==> config.mk <==
export PLATFORM = sky130hd
export DESIGN_NAME = mac_merge_rtx_byte_port_flat
export DESIGN_NICKNAME = d
export VERILOG_FILES = /design/src/rtl/mac_merge_pkg.sv /design/src/rtl/mac_merge_rtx_byte_port_if.sv /design/src/rtl/mac_merge_ipg_counter.sv /design/src/rtl/mac_merge_rtx_byte_port.sv /design/src/flat_wrapper.sv
export SDC_FILE = /design/constraint.sdc
export NUM_CORES = 1
export LEC_CHECK = 0
export ABC_AREA = 1
export CAP_MARGIN = 10
export CORE_MARGIN = 2
export CORE_UTILIZATION = 40
export CTS_CLUSTER_SIZE = 20
export DETAILED_ROUTE_END_ITERATION = 10
export PLACE_DENSITY = 0.59
export SLEW_MARGIN = 5
export SYNTH_ARGS = -nofsm -noshare
export SYNTH_HDL_FRONTEND = slang
export SYNTH_SLANG_ARGS = --single-unit
==> constraint.sdc <==
create_clock -name clk -period 7.56 [get_ports clk]
set_input_delay 1.512 -clock clk [delete_from_list [all_inputs] [get_ports clk]]
set_output_delay 1.512 -clock clk [all_outputs]
set_load 0.02 [all_outputs]
==> src/rtl/mac_merge_pkg.sv <==
// Shared MAC Merge definitions: transmit byte-port states and the reflected CRC-32
// byte step used by both the transmit mCRC generator and the receive-side checker.
package mac_merge_pkg;

    typedef enum logic [2:0] {
        TX_IDLE,
        TX_DATA,
        TX_MCRC,
        TX_CPLT,
        TX_IPG
    } rtx_state_e;

    localparam logic [31:0] CRC32_POLY       = 32'hEDB88320;
    localparam logic [31:0] CRC32_INIT       = 32'hFFFFFFFF;
    localparam logic [31:0] MCRC_XOR_DEFAULT = 32'h0000FFFF;

    // One byte of reflected CRC-32, LSB first.
    function automatic logic [31:0] crc32_byte(input logic [31:0] crc, input logic [7:0] data);
        logic [31:0] c;
        c = crc ^ {24'h000000, data};
        for (int i = 0; i < 8; i++) begin
            c = c[0] ? ((c >> 1) ^ CRC32_POLY) : (c >> 1);
        end
        return c;
    endfunction

endpackage

==> src/rtl/mac_merge_rtx_byte_port_if.sv <==
// Byte stream from the transmit processing state diagram plus the GMII-side outputs.
interface mac_merge_rtx_byte_port_if;
    logic [7:0] tx_byte;
    logic       tx_byte_valid;
    logic       crc_en;
    logic       crc_clear;
    logic       mcrc_req;
    logic       cplt_req;
    logic       ipg_start;
    logic       byte_ready;
    logic       rTXByteSent;
    logic       mCRC_sent;
    logic       data_complete_sent;
    logic       ipg_timer_done;
    logic [7:0] txd;
    logic       tx_en;

    modport master (
        output tx_byte, tx_byte_valid, crc_en, crc_clear, mcrc_req, cplt_req, ipg_start,
        input  byte_ready, rTXByteSent, mCRC_sent, data_complete_sent, ipg_timer_done, txd, tx_en
    );

    modport slave (
        input  tx_byte, tx_byte_valid, crc_en, crc_clear, mcrc_req, cplt_req, ipg_start,
        output byte_ready, rTXByteSent, mCRC_sent, data_complete_sent, ipg_timer_done, txd, tx_en
    );
endinterface

==> src/rtl/mac_merge_ipg_counter.sv <==
// Inter-packet gap timer: counts idle byte times (tx_en low) after a start, holding
// while the wire is still busy, and raises ipg_timer_done after IPG_BYTES of them.
module mac_merge_ipg_counter #(
    parameter int IPG_BYTES = 12
) (
    input  logic clk,
    input  logic reset,
    input  logic ipg_start,
    input  logic tx_en,
    output logic ipg_timer_done
);

    localparam logic [7:0] IPG_LAST = 8'(IPG_BYTES);

    logic [7:0] ipgCnt;

    // The start cycle itself is counted when the wire is already idle.
    always_ff @(posedge clk or posedge reset) begin
        if (reset) begin
            ipgCnt         <= 8'd0;
            ipg_timer_done <= 1'b1;
        end else if (ipg_start) begin
            ipgCnt         <= tx_en ? 8'd0 : 8'd1;
            ipg_timer_done <= !tx_en && (IPG_LAST == 8'd1);
        end else if (!ipg_timer_done && !tx_en) begin
            ipgCnt         <= ipgCnt + 8'd1;
            ipg_timer_done <= (ipgCnt + 8'd1) == IPG_LAST;
        end
    end

endmodule

==> src/rtl/mac_merge_rtx_byte_port.sv <==
// Transmit byte port behind the MAC Merge transmit processing: registers bytes onto
// txd/tx_en, appends the 4-byte mCRC, closes fragments and times the IPG.
module mac_merge_rtx_byte_port
    import mac_merge_pkg::*;
#(
    parameter int          IPG_BYTES = 12,
    parameter logic [31:0] MCRC_XOR  = MCRC_XOR_DEFAULT
) (
    input  logic                       clk,
    input  logic                       reset,
    mac_merge_rtx_byte_port_if.slave   bus
);

    rtx_state_e  state, stateNext;
    logic [7:0]  txdQ, txdNext;
    logic        txEnQ, txEnNext;
    logic        sentQ, sentNext;
    logic        mcrcSentQ, mcrcSentNext;
    logic        dcsQ, dcsNext;
    logic [31:0] crc, crcNext;
    logic [31:0] mReg, mRegNext;
    logic [2:0]  mIdx, mIdxNext;
    logic        cpltPend, cpltPendNext;
    logic        ipgKick;
    logic        ipgDone;
    logic        byteReady;
    logic        accept;
    logic [31:0] crcBase;
    logic [31:0] crcAcc;
    logic [31:0] mVal;

    assign byteReady = (state == TX_IDLE) || (state == TX_DATA) || ((state == TX_IPG) && ipgDone);
    assign accept    = bus.tx_byte_valid && byteReady;

    // Clear is applied ahead of the byte it arrives with.
    assign crcBase = bus.crc_clear ? CRC32_INIT : crc;
    assign crcAcc  = bus.crc_en ? crc32_byte(crcBase, bus.tx_byte) : crcBase;
    assign mVal    = ~(accept ? crcAcc : crc) ^ MCRC_XOR;

    always_ff @(posedge clk or posedge reset) begin
        if (reset) begin
            state     <= TX_IDLE;
            txdQ      <= 8'h00;
            txEnQ     <= 1'b0;
            sentQ     <= 1'b0;
            mcrcSentQ <= 1'b0;
            dcsQ      <= 1'b0;
            crc       <= CRC32_INIT;
            mReg      <= 32'h0;
            mIdx      <= 3'd0;
            cpltPend  <= 1'b0;
        end else begin
            state     <= stateNext;
            txdQ      <= txdNext;
            txEnQ     <= txEnNext;
            sentQ     <= sentNext;
            mcrcSentQ <= mcrcSentNext;
            dcsQ      <= dcsNext;
            crc       <= crcNext;
            mReg      <= mRegNext;
            mIdx      <= mIdxNext;
            cpltPend  <= cpltPendNext;
        end
    end

    always_comb begin
        stateNext    = state;
        txdNext      = 8'h00;
        txEnNext     = 1'b0;
        sentNext     = 1'b0;
        mcrcSentNext = 1'b0;
        dcsNext      = 1'b0;
        crcNext      = crc;
        mRegNext     = mReg;
        mIdxNext     = mIdx;
        cpltPendNext = cpltPend;
        ipgKick      = 1'b0;

        if (accept) begin
            txdNext  = bus.tx_byte;
            txEnNext = 1'b1;
            sentNext = 1'b1;
            crcNext  = crcAcc;
        end

        case (state)
            TX_IDLE: begin
                if (accept) stateNext = TX_DATA;
            end
            TX_IPG: begin
                if (accept)       stateNext = TX_DATA;
                else if (ipgDone) stateNext = TX_IDLE;
            end
            TX_DATA: begin
                if (bus.mcrc_req) begin
                    // A concurrent cplt_req is absorbed: MCRC always closes into CPLT.
                    mRegNext     = mVal;
                    crcNext      = CRC32_INIT;
                    cpltPendNext = 1'b0;
                    stateNext    = TX_MCRC;
                    if (accept) begin
                        mIdxNext = 3'd0;
                    end else begin
                        txdNext  = mVal[7:0];
                        txEnNext = 1'b1;
                        mIdxNext = 3'd1;
                    end
                end else if (bus.cplt_req || cpltPend) begin
                    // Let a byte accepted alongside the request go out first.
                    if (accept) begin
                        cpltPendNext = 1'b1;
                    end else begin
                        stateNext    = TX_CPLT;
                        dcsNext      = 1'b1;
                        crcNext      = CRC32_INIT;
                        cpltPendNext = 1'b0;
                        ipgKick      = 1'b1;
                    end
                end
            end
            TX_MCRC: begin
                if (mIdx != 3'd4) begin
                    txdNext      = mReg[{mIdx[1:0], 3'b000} +: 8];
                    txEnNext     = 1'b1;
                    mcrcSentNext = (mIdx == 3'd3);
                    mIdxNext     = mIdx + 3'd1;
                end else begin
                    stateNext = TX_CPLT;
                    dcsNext   = 1'b1;
                    crcNext   = CRC32_INIT;
                    ipgKick   = 1'b1;
                end
            end
            TX_CPLT: begin
                stateNext = TX_IPG;
            end
            default: begin
                stateNext = TX_IDLE;
            end
        endcase
    end

    mac_merge_ipg_counter #(
        .IPG_BYTES (IPG_BYTES)
    ) uIpg (
        .clk            (clk),
        .reset          (reset),
        .ipg_start      (bus.ipg_start || ipgKick),
        .tx_en          (txEnQ),
        .ipg_timer_done (ipgDone)
    );

    assign bus.byte_ready         = byteReady;
    assign bus.rTXByteSent        = sentQ;
    assign bus.mCRC_sent          = mcrcSentQ;
    assign bus.data_complete_sent = dcsQ;
    assign bus.ipg_timer_done     = ipgDone;
    assign bus.txd                = txdQ;
    assign bus.tx_en              = txEnQ;

endmodule
==> src/flat_wrapper.sv <==
// flat-port wrapper written by rule: the top's interface ports become plain ports
module mac_merge_rtx_byte_port_flat import mac_merge_pkg::*;
#(
    parameter int          IPG_BYTES = 12,
    parameter logic [31:0] MCRC_XOR  = MCRC_XOR_DEFAULT
)
  (clk, reset, bus_tx_byte, bus_tx_byte_valid, bus_crc_en, bus_crc_clear, bus_mcrc_req, bus_cplt_req, bus_ipg_start, bus_byte_ready, bus_rTXByteSent, bus_mCRC_sent, bus_data_complete_sent, bus_ipg_timer_done, bus_txd, bus_tx_en);
  mac_merge_rtx_byte_port_if bus_i ();
  input  logic clk;
  input  logic reset;
  input wire logic [$bits(bus_i.tx_byte)-1:0] bus_tx_byte;
  input wire logic [$bits(bus_i.tx_byte_valid)-1:0] bus_tx_byte_valid;
  input wire logic [$bits(bus_i.crc_en)-1:0] bus_crc_en;
  input wire logic [$bits(bus_i.crc_clear)-1:0] bus_crc_clear;
  input wire logic [$bits(bus_i.mcrc_req)-1:0] bus_mcrc_req;
  input wire logic [$bits(bus_i.cplt_req)-1:0] bus_cplt_req;
  input wire logic [$bits(bus_i.ipg_start)-1:0] bus_ipg_start;
  output wire logic [$bits(bus_i.byte_ready)-1:0] bus_byte_ready;
  output wire logic [$bits(bus_i.rTXByteSent)-1:0] bus_rTXByteSent;
  output wire logic [$bits(bus_i.mCRC_sent)-1:0] bus_mCRC_sent;
  output wire logic [$bits(bus_i.data_complete_sent)-1:0] bus_data_complete_sent;
  output wire logic [$bits(bus_i.ipg_timer_done)-1:0] bus_ipg_timer_done;
  output wire logic [$bits(bus_i.txd)-1:0] bus_txd;
  output wire logic [$bits(bus_i.tx_en)-1:0] bus_tx_en;
  assign bus_i.tx_byte = bus_tx_byte;
  assign bus_i.tx_byte_valid = bus_tx_byte_valid;
  assign bus_i.crc_en = bus_crc_en;
  assign bus_i.crc_clear = bus_crc_clear;
  assign bus_i.mcrc_req = bus_mcrc_req;
  assign bus_i.cplt_req = bus_cplt_req;
  assign bus_i.ipg_start = bus_ipg_start;
  assign bus_byte_ready = bus_i.byte_ready;
  assign bus_rTXByteSent = bus_i.rTXByteSent;
  assign bus_mCRC_sent = bus_i.mCRC_sent;
  assign bus_data_complete_sent = bus_i.data_complete_sent;
  assign bus_ipg_timer_done = bus_i.ipg_timer_done;
  assign bus_txd = bus_i.txd;
  assign bus_tx_en = bus_i.tx_en;
  mac_merge_rtx_byte_port #(.IPG_BYTES(IPG_BYTES), .MCRC_XOR(MCRC_XOR)) u_core (.clk(clk), .reset(reset), .bus(bus_i));
endmodule
Yosys cells after proc, flatten, opt, wreduce, memory -nomap -nowiden
Index checks and enable logic that the tools add are counted.
{"block": "word_totals", "out_inout_bits": 14, "elab_cells": 109, "inputBits": 16, "regBits": 92}
{"block": "op_classes", "n_shift": 1, "addsub": 2, "n_reduce_logical": 17, "bitwise_logic": 11, "n_mux": 52, "eq_ne": 14}
{"operator": "$mux W32", "count": 15}
{"operator": "$not A13 Y14", "count": 8}
{"operator": "$pmux W32 S2", "count": 1}
{"operator": "$mux W8", "count": 6}
{"operator": "$not A32 Y32", "count": 1}
{"operator": "$shiftx A32 B6 Y8", "count": 1}
{"operator": "$xor A32 B8 Y32", "count": 1}
{"operator": "$mux W3", "count": 9}
{"operator": "$mux W1", "count": 16}
{"operator": "$not A16 Y16", "count": 1}
{"operator": "$pmux W8 S2", "count": 1}
{"operator": "$pmux W3 S5", "count": 1}
{"operator": "$eq A3 B2 Y1 const B", "count": 3}
{"operator": "$ne A3 B3 Y1 const B", "count": 3}
{"operator": "$add A8 B1 Y8 const B", "count": 1}
{"operator": "$eq A8 B4 Y1 const B", "count": 1}
{"operator": "$pmux W3 S2", "count": 1}
{"operator": "$reduce_bool A2 Y1", "count": 3}
{"operator": "$reduce_and A5 Y1", "count": 1}
{"operator": "$logic_or A1 B1 Y1", "count": 4}
{"operator": "$ne A2 B1 Y1 const B", "count": 2}
{"operator": "$ne A2 B2 Y1 const B", "count": 2}
{"operator": "$pmux W1 S2", "count": 2}
{"operator": "$reduce_and A2 Y1", "count": 2}
{"operator": "8 further kinds", "count": 11}

Logic depth before layout (Yosys ltp)
Gate-level depths: netlist (run 1).
{"block": "depth", "word_depth": 25, "ltp_mapped": 17, "ltp_nobuf": 16}

Cells and area by module
Synthesis (run 1) repeated with hierarchy kept, for this count alone.
{"block": "unflattened", "hier_cells": 820, "hier_area_um2": 5969.5}
{"module": "mac_merge_rtx_byte_port", "area_per_inst_um2": 5435.2, "n_inst": 1, "seq_area_each_um2": 2117.0, "cells_per_inst": 744}
{"module": "mac_merge_ipg_counter", "area_per_inst_um2": 534.3, "n_inst": 1, "seq_area_each_um2": 226.5, "cells_per_inst": 76}

Least setup slack after synthesis (run 1)
OpenSTA, ideal clock, no wires.
{"block": "synth_timing", "path_type": "input -> register", "startpoint": "in bus_crc_clear", "endpoint": "reg u_core.mReg[19]", "arrival_time_ns": 2.702, "t_required_ns": 7.443, "path_buffers": 1, "setup_slack_ns": 4.741, "path_stages": 15, "setup_time_ns": 0.117, "cell_sequence": "buf_6 > nor2_2 > nand2_2 > nand2_4 > nand2_2 > nand2_2 > nand2_1 > nand2_1 > nand2_1 > nand2_1 > nand2_1 > nand2_1 > nand3_2 > nand3_1 > nand2_1"}
{"block": "synth_via", "elab_chain_cells": 19, "elab_cells_between_ends": 20, "cone_classes": "11 x mux; 9 x bitwise"}
{"element": "start: declaration", "line_no": "flat_wrapper.sv:14", "source": "input wire logic [$bits(bus_i.crc_clear)-1:0] bus_crc_clear;"}
{"element": "$mux W32 *", "line_no": "mac_merge_rtx_byte_port.sv:36", "source": "assign crcBase = bus.crc_clear ? CRC32_INIT : crc;"}
{"element": "$xor A32 B8 Y32", "line_no": "mac_merge_pkg.sv:20", "source": "c = crc ^ {24'h000000, data};"}
{"element": "$not A13 Y14 (no source line)"}
{"element": "$mux W32 (2 in series)", "line_no": "mac_merge_pkg.sv:22", "source": "c = c[0] ? ((c >> 1) ^ CRC32_POLY) : (c >> 1);"}
{"element": "$not A13 Y14 (no source line)"}
{"element": "$mux W32", "line_no": "mac_merge_pkg.sv:22"}
{"element": "$not A13 Y14 (no source line)"}
{"element": "$mux W32 (2 in series)", "line_no": "mac_merge_pkg.sv:22"}
{"element": "$not A13 Y14 (no source line)"}
{"element": "$mux W32", "line_no": "mac_merge_pkg.sv:22"}
{"element": "$not A13 Y14 (no source line)"}
{"element": "$mux W32", "line_no": "mac_merge_pkg.sv:22"}
{"element": "$not A13 Y14 (no source line)"}
{"element": "$mux W32", "line_no": "mac_merge_pkg.sv:22"}
{"element": "$mux W32 *", "line_no": "mac_merge_rtx_byte_port.sv:37", "source": "assign crcAcc = bus.crc_en ? crc32_byte(crcBase, bus.tx_byte) : crcBase;"}
{"element": "$mux W32 *", "line_no": "mac_merge_rtx_byte_port.sv:38", "source": "assign mVal = ~(accept ? crcAcc : crc) ^ MCRC_XOR;"}
{"element": "$not A32 Y32 *", "line_no": "mac_merge_rtx_byte_port.sv:38"}
{"element": "end signal: assignment", "line_no": "mac_merge_rtx_byte_port.sv:60", "source": "mReg <= mRegNext;"}
{"element": "end: declaration", "line_no": "mac_merge_rtx_byte_port.sv:21", "source": "logic [31:0] mReg, mRegNext;"}
Mark *: on every way between the ends. The rest lies on a longest branch, timed or not.
A chain may end at the register's enable or synchronous reset.

Final worst setup path (run 1)
{"block": "layout_timing", "startpoint": "in bus_crc_clear", "endpoint": "reg u_core.mReg[5]"}
{"block": "layout_via", "elab_chain_cells": 17, "elab_cells_between_ends": 18, "cone_classes": "11 x mux; 7 x bitwise"}
{"element": "$mux W32 *", "line_no": "mac_merge_rtx_byte_port.sv:36"}
{"element": "$xor A32 B8 Y32", "line_no": "mac_merge_pkg.sv:20"}
{"element": "$mux W32 (3 in series)", "line_no": "mac_merge_pkg.sv:22"}
{"element": "$not A13 Y14 (no source line)"}
{"element": "$mux W32", "line_no": "mac_merge_pkg.sv:22"}
{"element": "$not A13 Y14 (no source line)"}
{"element": "$mux W32 (3 in series)", "line_no": "mac_merge_pkg.sv:22"}
{"element": "$not A13 Y14 (no source line)"}
{"element": "$mux W32", "line_no": "mac_merge_pkg.sv:22"}
{"element": "$mux W32 *", "line_no": "mac_merge_rtx_byte_port.sv:37"}
{"element": "$mux W32 *", "line_no": "mac_merge_rtx_byte_port.sv:38"}
{"element": "$not A32 Y32 *", "line_no": "mac_merge_rtx_byte_port.sv:38"}
{"element": "$not A16 Y16 (no source line) *"}
Marked as above.

==> run metrics, run 1 <==
outcome=completed; cell depth of the worst setup path=13; CP peak stage delay=between 600 and 700 ps; Syn Area/Cell=roughly 7.4 um^2; Die X=between 100 and 150 um; worst slew pin tran=between 900 and 1000 ps; router iterations before antenna repair=5; Area contributors post-synth=dfrtp_1, nand2_1, dfstp_2, nand3_1, a21oi_1; count leader, synth=nand2_1; Initial Util=just over 40%; WL final=16.95 mm; post-synthesis cell count=811; clock power share=a little under a fifth; # nets final=844; Primary FF master, synth=dfrtp_1; Rows=44; H-Tree Depth=3; Ports=30; Leak=3.163 nW; FMAX=295.7 MHz; Core Region=14,640 um^2; EDFF count, synth=0; DR iter-0 viols=about 420; Post-DRT Antenna Nets=0; first-pass GRT wire length=roughly 28 mm; Slew headroom=a little over a third; post-synthesis to final-layout area growth=11.39%; initial antenna violation count=0; Die Y-Extent=~130 um; final hold vios=0; clk slew on worst S/H paths=approximately 70 ps; yosys warns=0; CP Data Arrival Time=around 3600 ps; Ant. Diodes=0; Area after DPL=about 6400 um^2; CTS tree=yes; sequential cell area=2344 um^2; Logic pwr share=between 40% and 50%; DRC=0; port bufs=29; CP Max Fanout=37; # Post-CTS Setup Buffers=0; Clock Latency Late Sink=360 ps; # clock sinks=92; cell area after synthesis=around 6000 um^2; Longest Clk Path Bufs=2; WP data required=7810 ps; Net Sw Frac=between 40% and 50%; Root Buffer=clkbuf_16; final global-route overflow total=0; Synth area leader=dfrtp_1; Worst R2R Path Depth=10; number of instances in the placed design=996; Vias=roughly 5,400; worst hold path type=flip-flop to flip-flop; Worst path top cell family by delay=buffers and inverters; min cycle time layout=between 3000 and 4000 ps; filler cell count=1,461; share of layout cells above drive strength 1=~17%; WL per Instance=16.75 um; vias in the first global route=5,301; Reg2Reg Setup Slack=roughly 4300 ps; DP HPWL=~12 mm; Die ar.=between 15,000 and 20,000 um^2; Multi-input gate area=3266 um^2; startpoint types=input pin; Final Skew=roughly 7.5 ps; Yosys reg bits=92; Non-Filler Instances=a little over 1,000; setup TNS=0 ps; Sw Pwr=0.001231 W; TritonCTS Buffers=9; vias per inst=between 5 and 6; top cell type's share of synthesized area=24.53%; PD cells=404.8 nW/um^2; critical path buffer and inverter count=3; crit-path cells=buf_2 -> inv_6 -> nand2_1 -> nand2_1 -> nand2_2 -> nand2_2 -> nand2_2 -> inv_2 -> nand2_1 -> a21oi_1 -> o21ai_1 -> nand3_1 -> o21a_1; type of element capturing the critical path=flip-flop; CP max stage cell=buf_2; cts hold-fix bufs=0; Hold Path Depth=1; RSZ-0062 raised after global routing=false; Finished Cell Area=roughly 6700 um^2; Net Count, Synth=around 830; Final setup viols=0; # resized after CTS=0; Max Cap Viol=0; Yosys cell types=50; CP Class=input pin to flip-flop; Post-synth top cells=nand2_1, dfrtp_1, nand3_1; final RePlAce weighted congestion=0.9002; final period utilization=approximately 45%; Seq/Total Area, Yosys=about two fifths; Final Max Tran Viols=0; Int Pwr=about 0.0015 W; Reg power frac=32.6%; Global Route Usage Sum=a little over a fifth; pin count of the biggest net entering global routing=50; VDD IR max=roughly 180 uV; asr flop ratio synth=100.0%
routing by layer:
layer / global-route usage, % / part of all wire (%)
met3: 3.585 / 4.5
met2: 37.23 / 49
met4: 7.757 / 2.0
met5: 0 / 0
met1: 28.45 / 45
layout by cell type, fill, tap and decap left out, types with 3 or more instances in the layout:
master	count
dfrtp_1	59
nor2_2	10
o21ai_0	33
buf_4	4
o22ai_1	4
nand2_1	265
inv_6	3
nor2_4	3
nand2_2	32
ha_1	5
xnor2_1	6
nor2_1	57
clkbuf_16	9
xor2_1	21
o21ai_1	15
nand2_4	9
o21ai_2	6
o211ai_1	10
inv_2	9
inv_1	45
a21oi_1	43
dfstp_2	33
a32o_1	4
or2_1	10
clkdlybuf4s50_1	28
o221ai_1	6
or2_2	7
nand3_1	58
metrics by stage:
step	utilization, %	total power, W	worst slack, ps	hold slack, ps
after floorplan	-	0.001854	3711	443.7
after global placement	43.58	0.002198	3842	460.6
after detailed placement	43.58	0.002222	3816	465.3
after CTS	45.79	0.002727	4191	479.6
after global routing	45.79	0.002930	3981	501.8
final	45.79	0.002714	4178	475.7
kinds of logic (layout without fill, tap and decap cells):
family | Yosys count | after routing | share of synthesized area (%)
adder cells (fa/ha/maj) | 5 | 5 | 1.039
buffers and inverters | 90 | 107 | 6.818
AO/OA/AOI/OAI | 131 | 131 | 13.01
XOR/XNOR | 32 | 32 | 5.467
flip-flops | 92 | 92 | 38.93
AND/OR/NAND/NOR | 461 | 461 | 34.73
flip-flops by register name, indices dropped and copies added, names as in the netlist:
name,cells
u_core.bus.data_complete_sent,1
u_core.bus.mCRC_sent,1
u_core.bus.rTXByteSent,1
u_core.bus.tx_en,1
u_core.bus.txd,8
u_core.cpltPend,1
u_core.crc,32
u_core.mIdx,3
u_core.mReg,32
u_core.state,3
u_core.uIpg.ipgCnt,8
u_core.uIpg.ipg_timer_done,1
worst reg2reg max path: stages, from the launching register on:
cell,delay (ps)
dfrtp_1,880
inv_1,660
ha_1,420
nand2_1,150
nand2_2,210
o31ai_1,130
a21oi_1,80
nand3_2,120
nor2_4,80
inv_4,270
nand3_1,170
power by group through the flow:
| stage | Combinational [W] | Sequential (W) | Clock (W) |
|---|---|---|---|
| after floorplan | 0.000988 | 0.000866 | 0 |
| after global placement | 0.00131 | 0.000884 | 0 |
| after detailed placement | 0.00133 | 0.000891 | 0 |
| after CTS | 0.00134 | 0.000883 | 0.000506 |
| after global routing | 0.00150 | 0.000909 | 0.000522 |
| final | 0.00134 | 0.000884 | 0.000495 |
path summary, 6_finish.rpt:
kind / start / endpoint
max in group asynchronous: reset / u_core.mReg[8]
hold reg to reg: u_core.mReg[8] / u_core.mReg[8]
min in group asynchronous: reset / u_core.uIpg.ipgCnt[2]
setup reg to reg: u_core.mIdx[0] / u_core.crc[4]
hold / removal: u_core.mReg[8] / u_core.mReg[8]
setup / recovery: bus_crc_clear / u_core.mReg[5]
cell type report:
type	instances	area share, %
clock inverters	7	1.455
clock buffers	9	3.359
flip-flops and latches	92	34.95
multi-input cells	629	48.70
inverters	58	3.396
repair buffers	33	4.702
well taps	184	3.433
No activity file was read; power rests on OpenSTA's default activity.
==> run 2, diff against run 1 <==
PLACE_DENSITY = 0.61   (was 0.59)
clock period = 3.07 ns   (was 7.56 ns; I/O delays follow)
==> run 2 against run 1 <==
Effect of this change:
- clock skew grew 4.9 ps
- critical path type is now flip-flop to output pin
- clock power is 110% higher
- highest routed layer unchanged
- largest power group unchanged
- first-iteration DRC count grew 1.2%
==> run metrics, run 2 (synthesis results as in run 1) <==
CP peak stage delay=620 ps (-60 ps); TritonCTS Buffers=9 (unchanged); DP HPWL=12.04 mm (+0.42%); Core Region=14,640 um^2 (unchanged); setup TNS=0 ps (unchanged); CP Class=flip-flop to output pin; final core occ=46.12% (+0.33 points); Root Buffer=clkbuf_16; CP Max Fanout=3 (-92%); most frequent cells in the layout=nand2_1, dfrtp_1, nand3_1, nor2_1, inv_1; min cycle time layout=2410 ps; FMAX=around 410 MHz; PD cells=972.7 nW/um^2 (+140%); CTS tree=yes; DRC=0 (unchanged); WL final=16.66 mm (-1.7%); H-Tree Depth=3 (unchanged); Vias=5,368 (-0.79%); Net Sw Frac=46.14% (+0.79 points); router iterations before antenna repair=5 (unchanged); total power=0.006569 W (+140%); Die X=126.7 um (unchanged); crit-path cells=inv_1 -> o21ai_2 -> clkdlybuf4s50_1; pin count of the biggest net entering global routing=45 (-10%); # nets final=855 (+1.3%); Clock Latency Late Sink=360 ps (about the same); Post-DRT Antenna Nets=0 (unchanged); port bufs=29 (unchanged); Slew headroom=53.22% (+17 points); most common cell after layout, fill and taps aside=nand2_1; CP max stage cell=clkdlybuf4s50_1; # resized after CTS=0 (unchanged); Ant. Diodes=0 (unchanged); outcome=completed; final global-route overflow total=0 (unchanged); cts hold-fix bufs=0 (unchanged); Logic pwr share=51.3% (+2.1 points); Final setup viols=0 (unchanged); Initial Util=41.11% (unchanged); worst hold path type=flip-flop to flip-flop; # Post-CTS Setup Buffers=0 (unchanged); VDD IR max=413.9 uV (+130%); Reg power frac=32.5% (about the same); final period utilization=between 70% and 80%; # clock sinks=92 (unchanged); Int Pwr=0.003538 W (+140%); vias per inst=5.247 (-1.9%); final RePlAce weighted congestion=0.9752 (+8.3%); Global Route Usage Sum=21.96% (+0.027 points); final hold vios=0 (unchanged); worst slew pin tran=700.7 ps (-249.4 ps); DR iter-0 viols=424 (+1.2%); Sw Pwr=0.003031 W (+150%); Rows=44 (unchanged); top flop regs=u_core.crc: 32 flops, u_core.mReg: 32 flops; vias in the first global route=5,425 (+2.3%); type of element capturing the critical path=output pin; WL per Instance=16.29 um (-2.8%); Final Skew=12.46 ps (+4.918 ps); share of layout cells above drive strength 1=18.24% (+1.1 points); Die ar.=16,050 um^2 (unchanged); Final Max Tran Viols=0 (unchanged); Max Cap Viol=0 (unchanged); clk slew on worst S/H paths=70 ps (about the same); WP data required=2460 ps (-5350 ps); Ports=30 (unchanged); first-pass GRT wire length=27.87 mm (+0.82%); Longest Clk Path Bufs=2 (unchanged); clock power share=16.2% (-2.0 points); CP Data Arrival Time=1800 ps (-1830 ps); Leak=3.199 nW (+1.1%); initial antenna violation count=0 (unchanged); Die Y-Extent=126.7 um (unchanged); RSZ-0062 raised after global routing=false; startpoint types=flip-flop; post-synthesis to final-layout area growth=12.20%
==> run 2: cell count changes in the layout (fill, tap and decap cells not counted), sizes merged <==
cell    change
bufinv      -2
buf        +11
clkinv      +3
inv         -1
==> run 2: worst max-delay path, delay by kind of cell (launching register included) <==
kind	cells	cell delay (ps)
buffers and inverters	2	710
DFF	1	570
AOI/OAI and AO/OA	1	160
==> run 2: power groups by stage <==
stage	Combinational [W]	Clock [W]	Sequential [W]
6_report	0.00337	0.00106	0.00214
4_1_cts	0.00338	0.00109	0.00213
3_5_place_dp	0.00337	0	0.00214
3_3_place_gp	0.00335	0	0.00214
5_1_grt	0.00378	0.00114	0.00219
2_1_floorplan	0.00243	0	0.00213
==> run 2: worst paths after layout <==
kind | depth (start not counted) | to | slack, ps | startpoint
min | 2 | u_core.mReg[1] | 480 | u_core.mReg[1]
max in group asynchronous | 3 | u_core.crc[13] | 1710 | reset
max reg2reg | 9 | u_core.mReg[8] | 910 | u_core.uIpg.ipg_timer_done
min in group asynchronous | 2 | u_core.uIpg.ipgCnt[1] | 670 | reset
min reg2reg | 2 | u_core.mReg[1] | 480 | u_core.mReg[1]
max | 3 | bus_byte_ready | 660 | u_core.uIpg.ipg_timer_done
==> run 2: cell type report <==
class	count	area [um^2]
multi-input cells	629	3266
clock inverters	7	51.30
repair buffers	44	410.4
flip-flops and latches	92	2344
clock buffers	9	225.2
fillers	1503	7890
inverters	58	227.7
well taps	184	230.2
==> run 2: stage by stage <==
stage | std cells | setup WS (ps) | instance area (um^2) | hold slack [ps]
5_1_grt | 1023 | 611.2 | 6754 | 498.7
4_1_cts | 1023 | 661.1 | 6754 | 483.5
2_1_floorplan | 811 | 118.6 | 6020 | 443.7
3_3_place_gp | 1007 | 500.6 | 6477 | 462.3
3_5_place_dp | 1007 | 480.6 | 6477 | 469.5
6_report | 1023 | 659.8 | 6754 | 480.8
==> run 2: layer usage <==
| layer | routed length, um | global-route usage [%] | up-vias |
|---|---|---|---|
| li1 | - | - | 2668 |
| met1 | 7836 | 29.28 | 2558 |
| met2 | 7713 | 36.03 | 113 |
| met3 | 678 | 3.416 | 29 |
| met4 | 435 | 8.662 | 0 |
| met5 | 0 | 0 | - |
